## src/rtl/lock_pkg.sv

```systemverilog
// Shared definitions for the keypad lock controller.
// Holds the controller state encoding, the default parameter values and the
// checker-response timeout used by the top level and the timer.
package lock_pkg;

    typedef enum logic [2:0] {
        SETUP   = 3'd0,
        LOCKED  = 3'd1,
        ENTRY   = 3'd2,
        CHECK   = 3'd3,
        OPEN    = 3'd4,
        LOCKOUT = 3'd5
    } lock_state_t;

    localparam int DEF_MAX_DIGITS       = 4;
    localparam int DEF_MAX_ATTEMPTS     = 3;
    localparam int DEF_UNLOCK_CYCLES    = 500;
    localparam int DEF_LOCKOUT_CYCLES   = 1000;
    // Cycles the checker gets after the compare pulse before silence counts as a mismatch
    localparam int CHECK_TIMEOUT_CYCLES = 4;

    function automatic int max_int(input int a, input int b);
        return (a > b) ? a : b;
    endfunction

endpackage

```

## src/rtl/lock_timer.sv

```systemverilog
// Loadable down-counter with a zero flag, shared by the OPEN hold time, the
// LOCKOUT hold time and the CHECK response timeout.
// Ports:
//   clk, rst_n   clock and asynchronous active-low reset
//   load         load load_value this cycle (wins over enable)
//   load_value   start value
//   enable       count down by one per cycle while non-zero
//   done         count has reached zero
module lock_timer
    import lock_pkg::*;
#(
    parameter int WIDTH = 10
) (
    input  logic             clk,
    input  logic             rst_n,
    input  logic             load,
    input  logic [WIDTH-1:0] load_value,
    input  logic             enable,
    output logic             done
);

    logic [WIDTH-1:0] count_r;

    // Count register: load has priority, otherwise decrement toward zero and hold there
    always_ff @(posedge clk or negedge rst_n) begin
        if (!rst_n) begin
            count_r <= '0;
        end else if (load) begin
            count_r <= load_value;
        end else if (enable && (count_r != '0)) begin
            count_r <= count_r - WIDTH'(1);
        end else begin
            count_r <= count_r;
        end
    end

    assign done = (count_r == '0);

endmodule

```

## src/rtl/lock_controller.sv

```systemverilog
// Keypad lock controller: programs a code into an external checker, collects
// user entries, starts compares and reacts to the checker verdict with an
// open period or a lockout after repeated failures.
// Ports:
//   clk, system_reset          clock, asynchronous active-low reset
//   key_valid, key_code        digit strobe and digit value
//   key_enter                  entry-complete strobe
//   correct_password,
//   incorrect_password         checker verdict
//   input_value, store_value   one-cycle writes of digit_out into the checker
//   compare                    one-cycle compare start
//   input_reset                active-low one-cycle clear of the checker input
//   digit_out                  digit presented to the checker
//   unlocked, locked_out       lock open / lockout indicators
module lock_controller
    import lock_pkg::*;
#(
    parameter int MAX_DIGITS     = DEF_MAX_DIGITS,
    parameter int MAX_ATTEMPTS   = DEF_MAX_ATTEMPTS,
    parameter int UNLOCK_CYCLES  = DEF_UNLOCK_CYCLES,
    parameter int LOCKOUT_CYCLES = DEF_LOCKOUT_CYCLES
) (
    input  logic       clk,
    input  logic       system_reset,
    input  logic       key_valid,
    input  logic [3:0] key_code,
    input  logic       key_enter,
    input  logic       correct_password,
    input  logic       incorrect_password,
    output logic       input_value,
    output logic       store_value,
    output logic       compare,
    output logic       input_reset,
    output logic [3:0] digit_out,
    output logic       unlocked,
    output logic       locked_out
);

    localparam int TW = $clog2(max_int(max_int(UNLOCK_CYCLES, LOCKOUT_CYCLES),
                                       CHECK_TIMEOUT_CYCLES) + 1);
    localparam int DW = $clog2(MAX_DIGITS + 1);
    localparam int AW = $clog2(MAX_ATTEMPTS + 1);

    // A load of N-1 keeps the state for exactly N cycles (the zero cycle included)
    localparam logic [TW-1:0] OPEN_LOAD    = TW'(UNLOCK_CYCLES - 1);
    localparam logic [TW-1:0] LOCKOUT_LOAD = TW'(LOCKOUT_CYCLES - 1);
    localparam logic [TW-1:0] TIMEOUT_LOAD = TW'(CHECK_TIMEOUT_CYCLES);
    localparam logic [DW-1:0] DIGITS_MAX   = DW'(MAX_DIGITS);
    localparam logic [AW-1:0] ATTEMPT_LAST = AW'(MAX_ATTEMPTS - 1);

    lock_state_t   state_r, state_s;
    logic [DW-1:0] digit_count_r, digit_count_s;
    logic [AW-1:0] attempts_r, attempts_s;
    logic [3:0]    digit_out_r, digit_s;
    logic          input_value_r, input_value_s;
    logic          store_value_r, store_value_s;
    logic          compare_r, compare_s;
    logic          input_reset_r, input_reset_s;
    logic          unlocked_r, locked_out_r;
    logic          timer_load_s;
    logic [TW-1:0] timer_value_s;
    logic          timer_enable_s;
    logic          timer_done_s;
    logic          enter_s;

    // A digit strobe in the same cycle swallows the enter strobe
    assign enter_s        = key_enter & ~key_valid;
    assign timer_enable_s = (state_r == CHECK) || (state_r == OPEN) || (state_r == LOCKOUT);

    lock_timer #(
        .WIDTH(TW)
    ) u_timer (
        .clk        (clk),
        .rst_n      (system_reset),
        .load       (timer_load_s),
        .load_value (timer_value_s),
        .enable     (timer_enable_s),
        .done       (timer_done_s)
    );

    // Next-state and next-output decode
    always_comb begin
        state_s       = state_r;
        digit_count_s = digit_count_r;
        attempts_s    = attempts_r;
        digit_s       = digit_out_r;
        input_value_s = 1'b0;
        store_value_s = 1'b0;
        compare_s     = 1'b0;
        input_reset_s = 1'b1;
        timer_load_s  = 1'b0;
        timer_value_s = '0;
        case (state_r)
            SETUP: begin
                if (key_valid) begin
                    if (digit_count_r < DIGITS_MAX) begin
                        digit_s       = key_code;
                        store_value_s = 1'b1;
                        digit_count_s = digit_count_r + DW'(1);
                    end else begin
                        digit_count_s = digit_count_r;
                    end
                end else if (enter_s) begin
                    if (digit_count_r != '0) begin
                        state_s       = LOCKED;
                        digit_count_s = '0;
                    end else begin
                        state_s = SETUP;
                    end
                end else begin
                    state_s = SETUP;
                end
            end
            LOCKED: begin
                if (key_valid) begin
                    digit_s       = key_code;
                    input_value_s = 1'b1;
                    digit_count_s = DW'(1);
                    state_s       = ENTRY;
                end else begin
                    state_s = LOCKED;
                end
            end
            ENTRY: begin
                if (key_valid) begin
                    if (digit_count_r < DIGITS_MAX) begin
                        digit_s       = key_code;
                        input_value_s = 1'b1;
                        digit_count_s = digit_count_r + DW'(1);
                    end else begin
                        digit_count_s = digit_count_r;
                    end
                end else if (enter_s) begin
                    compare_s     = 1'b1;
                    state_s       = CHECK;
                    timer_load_s  = 1'b1;
                    timer_value_s = TIMEOUT_LOAD;
                end else begin
                    state_s = ENTRY;
                end
            end
            CHECK: begin
                if (correct_password) begin
                    attempts_s    = '0;
                    input_reset_s = 1'b0;
                    digit_count_s = '0;
                    state_s       = OPEN;
                    timer_load_s  = 1'b1;
                    timer_value_s = OPEN_LOAD;
                end else if (incorrect_password || timer_done_s) begin
                    // Checker silence until the timer drains is treated as a mismatch
                    attempts_s    = attempts_r + AW'(1);
                    input_reset_s = 1'b0;
                    digit_count_s = '0;
                    if (attempts_r >= ATTEMPT_LAST) begin
                        state_s       = LOCKOUT;
                        timer_load_s  = 1'b1;
                        timer_value_s = LOCKOUT_LOAD;
                    end else begin
                        state_s = LOCKED;
                    end
                end else begin
                    state_s = CHECK;
                end
            end
            OPEN: begin
                if (enter_s || timer_done_s) begin
                    state_s = LOCKED;
                end else begin
                    state_s = OPEN;
                end
            end
            LOCKOUT: begin
                if (timer_done_s) begin
                    attempts_s = '0;
                    state_s    = LOCKED;
                end else begin
                    state_s = LOCKOUT;
                end
            end
            default: begin
                state_s       = SETUP;
                digit_count_s = '0;
                attempts_s    = '0;
            end
        endcase
    end

    // State, counters and registered outputs
    always_ff @(posedge clk or negedge system_reset) begin
        if (!system_reset) begin
            state_r       <= SETUP;
            digit_count_r <= '0;
            attempts_r    <= '0;
            digit_out_r   <= 4'd0;
            input_value_r <= 1'b0;
            store_value_r <= 1'b0;
            compare_r     <= 1'b0;
            input_reset_r <= 1'b1;
            unlocked_r    <= 1'b0;
            locked_out_r  <= 1'b0;
        end else begin
            state_r       <= state_s;
            digit_count_r <= digit_count_s;
            attempts_r    <= attempts_s;
            digit_out_r   <= digit_s;
            input_value_r <= input_value_s;
            store_value_r <= store_value_s;
            compare_r     <= compare_s;
            input_reset_r <= input_reset_s;
            unlocked_r    <= (state_s == OPEN);
            locked_out_r  <= (state_s == LOCKOUT);
        end
    end

    assign input_value = input_value_r;
    assign store_value = store_value_r;
    assign compare     = compare_r;
    assign input_reset = input_reset_r;
    assign digit_out   = digit_out_r;
    assign unlocked    = unlocked_r;
    assign locked_out  = locked_out_r;

endmodule

```

## config.mk

```make
export PLATFORM = sky130hd
export DESIGN_NAME = lock_controller
export DESIGN_NICKNAME = d
export VERILOG_FILES = /design/src/rtl/lock_pkg.sv /design/src/rtl/lock_timer.sv /design/src/rtl/lock_controller.sv
export SDC_FILE = /design/constraint.sdc
export NUM_CORES = 1
export LEC_CHECK = 0
export CAP_MARGIN = 20
export CELL_PAD_IN_SITES_DETAIL_PLACEMENT = 0
export CELL_PAD_IN_SITES_GLOBAL_PLACEMENT = 2
export CORE_MARGIN = 5
export CORE_UTILIZATION = 35
export CTS_CLUSTER_DIAMETER = 100
export DETAILED_ROUTE_END_ITERATION = 10
export GPL_TIMING_DRIVEN = 0
export PLACE_DENSITY_LB_ADDON = 0.1
export SLEW_MARGIN = 20
export SYNTH_ARGS = -nofsm -noshare
export SYNTH_HDL_FRONTEND = slang
export SYNTH_SLANG_ARGS = --single-unit
```

## constraint.sdc

```tcl
create_clock -name clk -period 3.9 [get_ports clk]
set_clock_uncertainty 0.05 [all_clocks]
set_input_delay 0.78 -clock clk [delete_from_list [all_inputs] [get_ports clk]]
set_output_delay 0.78 -clock clk [all_outputs]
set_load 0.01 [all_outputs]
```

# Word level (Yosys, flattened, before mapping)
# Index checks and enable logic that the tools add are counted.
[totals]
regBits = 28
in_bits = 10
word_cells = 104
[op_classes]
addsub = 3
n_lt_le_gt_ge = 2
eq_ne = 15
muxes = 52
bitwise = 4
n_reduce_logical = 17
[op_table]
columns = ["op", "n"]
rows = [
  ["two-way mux 3 bit", 18],
  ["two-way mux 10 bit", 5],
  ["one-hot mux 10 bit (2 select lines)", 1],
  ["one-hot mux 3 bit (6 select lines)", 1],
  ["two-way mux 1 bit", 15],
  ["one-hot mux 3 bit (5 select lines)", 1],
  ["equality test 3 bit, second input constant", 4],
  ["two-way mux 4 bit", 3],
  ["logical NOT 10 bit", 1],
  ["nonzero test 10 bit", 1],
  ["subtractor 10 x 1 -> 10 bit, second input constant", 1],
  ["two-way mux 2 bit", 4],
  ["one-hot mux 4 bit (2 select lines)", 1],
  ["equality test 3 x 2 -> 1 bit, second input constant", 2],
  ["inequality test 2 bit, second input constant", 3],
  ["inequality test 3 bit, second input constant", 2],
  ["one-hot mux 2 bit (3 select lines)", 1],
  ["AND reduction 6 bit", 1],
  ["logical OR 1 bit", 4],
  ["inequality test 2 x 1 -> 1 bit, second input constant", 2],
  ["one-hot mux 1 bit (2 select lines)", 2],
  ["AND reduction 4 bit", 1],
  ["nonzero test 2 bit", 2],
  ["OR reduction 2 bit", 2],
  ["other kinds (13)", 15],
]

# Longest topological paths before layout
# Gate-level depths: netlist of the first run.
[logic_depth]
depth_word = 6
ltp_mapped = 8
ltp_nobuf = 7

# Cells and area by module
# From an unflattened synthesis of the first run, not the netlist that was laid out.
[hier_totals]
hier_cells = 167
area_unflattened_um2 = 1596.5
[by_module_without_submodules]
columns = ["mod", "instances", "cells_each", "area_each_um2", "seq_area_each_um2"]
rows = [
  ["lock_controller", 1, 100, 974.7, 451.7],
  ["lock_timer", 1, 67, 621.8, 250.2],
]

# Worst setup path after synthesis of the first run
# No wires, ideal clock.
[synth_path]
path_kind = "input -> register"
startpoint = "input key_valid"
endpoint = "register digit_count_r[0]"
setup_ps = 121
t_arrival_ps = 1781
required_time_ps = 3729
slack_ps = 1948
cell_stages = 5
cell_sequence = "and2b_2 -> a311oi_1 -> a311oi_4 -> o21ai_2 -> a22o_1"
[synth_between]
elab_chain_len = 4
word_cells_on_any_way = 9
cone_classes = "eq/ne: 4; mux: 2; bitwise: 2; reduce/logical: 1"
[synth_rtl]
columns = ["element", "line_no", "text"]
rows = [
  ["start, declared", "lock_controller.sv:25", "input logic key_valid,"],
  ["inverter 1 bit", "lock_controller.sv:67", "assign enter_s = key_enter & ~key_valid;"],
  ["AND 1 bit", "lock_controller.sv:67", ""],
  ["inequality test 3 bit (no source line)", "-", ""],
  ["AND reduction 6 bit (no source line)", "-", ""],
  ["end signal, assigned", "lock_controller.sv:204", "digit_count_r <= digit_count_s;"],
  ["end, declared", "lock_controller.sv:52", "logic [DW-1:0] digit_count_r, digit_count_s;"],
]
# Several ways; a longest one is shown, not always the timed one.
# A chain may end at the register's enable or synchronous reset.

# Final worst setup path of the first run
[layout_path]
startpoint = "input key_valid"
endpoint = "register u_timer.count_r[5]"
[layout_between]
elab_chain_len = 6
word_cells_on_any_way = 7
cone_classes = "mux: 4; bitwise: 2; reduce/logical: 1"
[layout_rtl]
columns = ["element", "line_no", "text"]
rows = [
  ["inverter 1 bit", "lock_controller.sv:67", ""],
  ["AND 1 bit", "lock_controller.sv:67", ""],
  ["two-way mux 1 bit", "lock_controller.sv:133", "end else if (enter_s) begin"],
  ["two-way mux 1 bit (*)", "lock_controller.sv:125", "if (key_valid) begin"],
  ["one-hot mux 1 bit (2 select lines) (*)", "lock_controller.sv:93", "case (state_r)"],
  ["two-way mux 10 bit / nonzero test 2 bit (equally long branches)", "-", ""],
  ["end signal, assigned", "lock_timer.sv:29", "count_r <= load_value;"],
  ["end signal, assigned", "lock_timer.sv:31", "count_r <= count_r - WIDTH'(1);"],
  ["end signal, assigned", "lock_timer.sv:33", "count_r <= count_r;"],
  ["end, declared", "lock_timer.sv:22", "logic [WIDTH-1:0] count_r;"],
]
# Every way passes the cells marked *; elsewhere a longest branch is shown, timed or not.

==> summary.md, run 1 <==
| Metric | Value |
|---|---|
| Final wirelength | `3730 um` |
| Max Clock Freq | `0.411 GHz` |
| Tot GR Track Use | `0.127` |
| CP Launch Type | `input pin` |
| Starting Density | `0.360` |
| Share of layout cells above drive strength 1 | `0.181` |
| Setup_tns | `0 ps` |
| Area of the mapped netlist | `1690 um^2` |
| Post-synth EDFFs | `0` |
| Switch share | `0.405` |
| Hold Path Class | `in2async` |
| Netlist cell types | `57` |
| Leak | `approximately 0.00086 uW` |
| Cts repair resizes | `0` |
| Non-Filler Instances | `between 200 and 250` |
| Final Hold Vio Count | `0` |
| Syn_area_per_cell | `roughly 9.9 um^2` |
| Row count | `25` |
| Layout Nets | `between 200 and 250` |
| Critical path class | `in2reg` |
| RSZ-0062 raised after global routing | `false` |
| First DRT Iteration DRCs | `between 80 and 90` |
| Seq cells post-synth | `28` |
| Largest net degree at the start of global routing | `29` |
| Pint | `between 800 and 900 uW` |
| DR vias | `1335` |
| Worst EP required | `slightly below 4000 ps` |
| Core Area | `4690 um^2` |
| Vias in the first global route | `1354` |
| Outcome | `complete, no violations` |
| Port bufs | `19` |
| # hold bufs at CTS | `0` |
| Fin. max-slew vios | `0` |
| Pwr Density | `slightly above 700 nW/um^2` |
| First-pass GRT wire length | `approximately 6400 um` |
| Ys async rst share | `1.00` |
| Slew headroom | `0.587` |
| Reg clk slew, reported paths | `90 ps` |
| Placed instance area | `1940 um^2` |
| Final Cycle Share | `0.623` |
| Syn nets | `approximately 190` |
| Synth top cells by count | `27 x dfrtp_1, 19 x nor2_1, 11 x nand2_1, 10 x inv_1, 9 x o21ai_0` |
| TritonRoute pass-1 iters | `4` |
| Gate Count Post-Synth | `between 150 and 200` |
| Syn. warnings | `0` |
| Cell area after layout | `between 1500 and 2000 um^2` |
| Post-DP HPWL | `between 2000 and 3000 um` |
| Initial antenna violation count | `0` |
| Number of setup buffers added after CTS | `0` |
| CP peak stage delay | `between 500 and 600 ps` |
| I/O pins | `20` |
| Worst Path Max Fanout | `8` |
| Die Y | `79.5 um` |
| Grt ovf | `0` |
| Die area | `6320 um^2` |
| Dpl cells | `about 240` |
| Synth top area cells | `dfrtp_1 40%, nor2_1 4.2%, mux2_2 4.0%` |
| Clock share of power | `0.112` |
| Yosys top cell by area | `dfrtp_1` |
| Count leader, synth | `dfrtp_1` |
| Post-synth top area share | `0.400` |
| Critical Path AT | `2510 ps` |
| CTS max path bufs | `2` |
| Worst-Skew Late Latency | `roughly 270 ps` |
| VDD IR-drop max | `~290 uV` |
| Clock Sinks | `28` |
| TritonCTS clock tree | `built` |
| Max-Cap Viols | `0` |
| DR DRC count | `0` |
| Root buffer cell | `clkbuf_8` |
| Total CTS buffers | `3` |
| Reg power frac | `0.364` |
| Gp weighted congestion | `~0.73` |
| Layout area overhead | `17.6%` |
| Combinational Power Share | `0.523` |
| Setup-failing EPs final | `0` |
| Die width | `a little under 80 um` |
| Seq/Total Area, Yosys | `0.416` |
| DR vias/cell | `roughly 5.4` |
| Post-DRT Antenna Nets | `0` |
| Worst-path cell chain | `clkdlybuf4s50_1 > nor3_2 > nand2_1 > inv_1 > nor2_1 > o21ai_0 > o211ai_1` |
| Switching power | `between 500 and 600 uW` |
| CP endpoint kind | `register` |
| # diodes | `0` |
| Slowest cell on the critical path | `clkdlybuf4s50_1` |
| Post-layout min period | `2430 ps` |
| Slew @ Worst Pin | `620 ps` |
| # H-tree levels | `1` |
| Post-synth top flop | `dfrtp_1` |
| WL per Instance | `roughly 15 um` |
==> layer usage <==
metal	up-vias	share of wire	track usage
met2	15	0.52	0.230
met1	650	0.45	0.157
met3	4	0.018	0.0214
met5	-	0	0
met4	0	0.0062	0.0292
li1	666	-	-
==> cell families (layout without fill, tap and decap cells) <==
kind of cell,count (synthesis),after routing,share of synthesized area
and+or+nand+nor,69,69,0.240
xor gates and xnor gates,2,2,0.0104
adders and majority gates,5,5,0.0370
muxes,6,6,0.0400
buffers and inverters,16,39,0.0548
AOI/OAI and AO/OA,44,44,0.202
DFF,28,28,0.416
==> worst paths after layout <==
kind,to,cells past startpoint,slack [ps],start
hold / removal,digit_count_r[2],1,460,system_reset
max in group asynchronous,digit_out[1],1,2930,system_reset
min in group clk,digit_out[3],1,460,digit_out[3]
setup / recovery,u_timer.count_r[5],7,1470,key_valid
hold reg to reg,digit_out[3],1,460,digit_out[3]
setup reg to reg,digit_count_r[0],7,1750,u_timer.count_r[0]
==> sequential cells by signal, indices dropped and copies added, names as in the netlist <==
register and cells:
compare 1, store_value 1, digit_count_r 3, input_reset 1
attempts_r 2, unlocked 1, state_r 3, input_value 1
u_timer.count_r 10, digit_out 4, locked_out 1
==> through the flow <==
stage | hold WS, ps | worst slack (ps) | total power [uW] | utilization
finish | 459 | 1470 | 1410 | 0.423
global route | 478 | 1340 | 1540 | 0.423
CTS | 465 | 1480 | 1430 | 0.423
detailed placement | 443 | 1210 | 1260 | 0.414
global placement | 440 | 1180 | 1240 | 0.415
floorplan | 434 | 1950 | 1040 | -
==> layout by cell type, fill, tap and decap left out, drive strengths merged, types with 3 or more instances in the layout <==
master / instances
and3: 3
o211ai: 3
clkbuf: 10
nor2: 19
inv: 10
dfrtp: 27
nand2b: 4
a21oi: 8
nand2: 11
clkdlybuf4s50: 18
nand3: 6
nor3: 4
nor4: 3
nor2b: 5
mux2: 6
ha: 5
o21ai: 10
==> worst max-delay path, delay by kind of cell <==
| kind | cells | cell delay (ps) |
|---|---|---|
| compound gates | 2 | 330 |
| buf+inv | 2 | 730 |
| simple gates | 3 | 660 |
==> final cells by class <==
class                           instances  area [um^2]
Tap cell                               54         67.6
Clock buffer                            4         45.0
Timing Repair Buffer                   19          185
Buffer                                  6         55.1
Multi-Input combinational cell        126          895
Inverter                               10         37.5
Fill cell                             457         2710
Sequential cell                        28          702
==> power by group through the flow <==
stage / clock network, uW / logic [uW] / registers [uW]
floorplan: 0 / 523 / 514
global placement: 0 / 730 / 514
detailed placement: 0 / 742 / 519
CTS: 172 / 745 / 513
global route: 188 / 817 / 531
finish: 158 / 735 / 512
Power figures use the tool's default switching activity.
==> run 2: changes to the inputs <==
clock period = 2.45 ns   (was 3.9 ns; I/O delays follow)
==> results of run 2 <==
The final DEF is identical to that of run 1. Status: complete, no violations.
Main changes from that run: setup slack after placement 1210 ps -> 46.4 ps; setup slack after layout 1470 ps -> 298 ps; hold slack 459 ps -> 175 ps; start point of the critical path key_valid -> u_timer.count_r[0]; end point of the critical path u_timer.count_r[5] -> digit_count_r[0]; register-to-register setup slack 1750 ps -> 300 ps; total power 1410 uW -> 2240 uW; worst IR drop on VDD 287 uV -> 457 uV
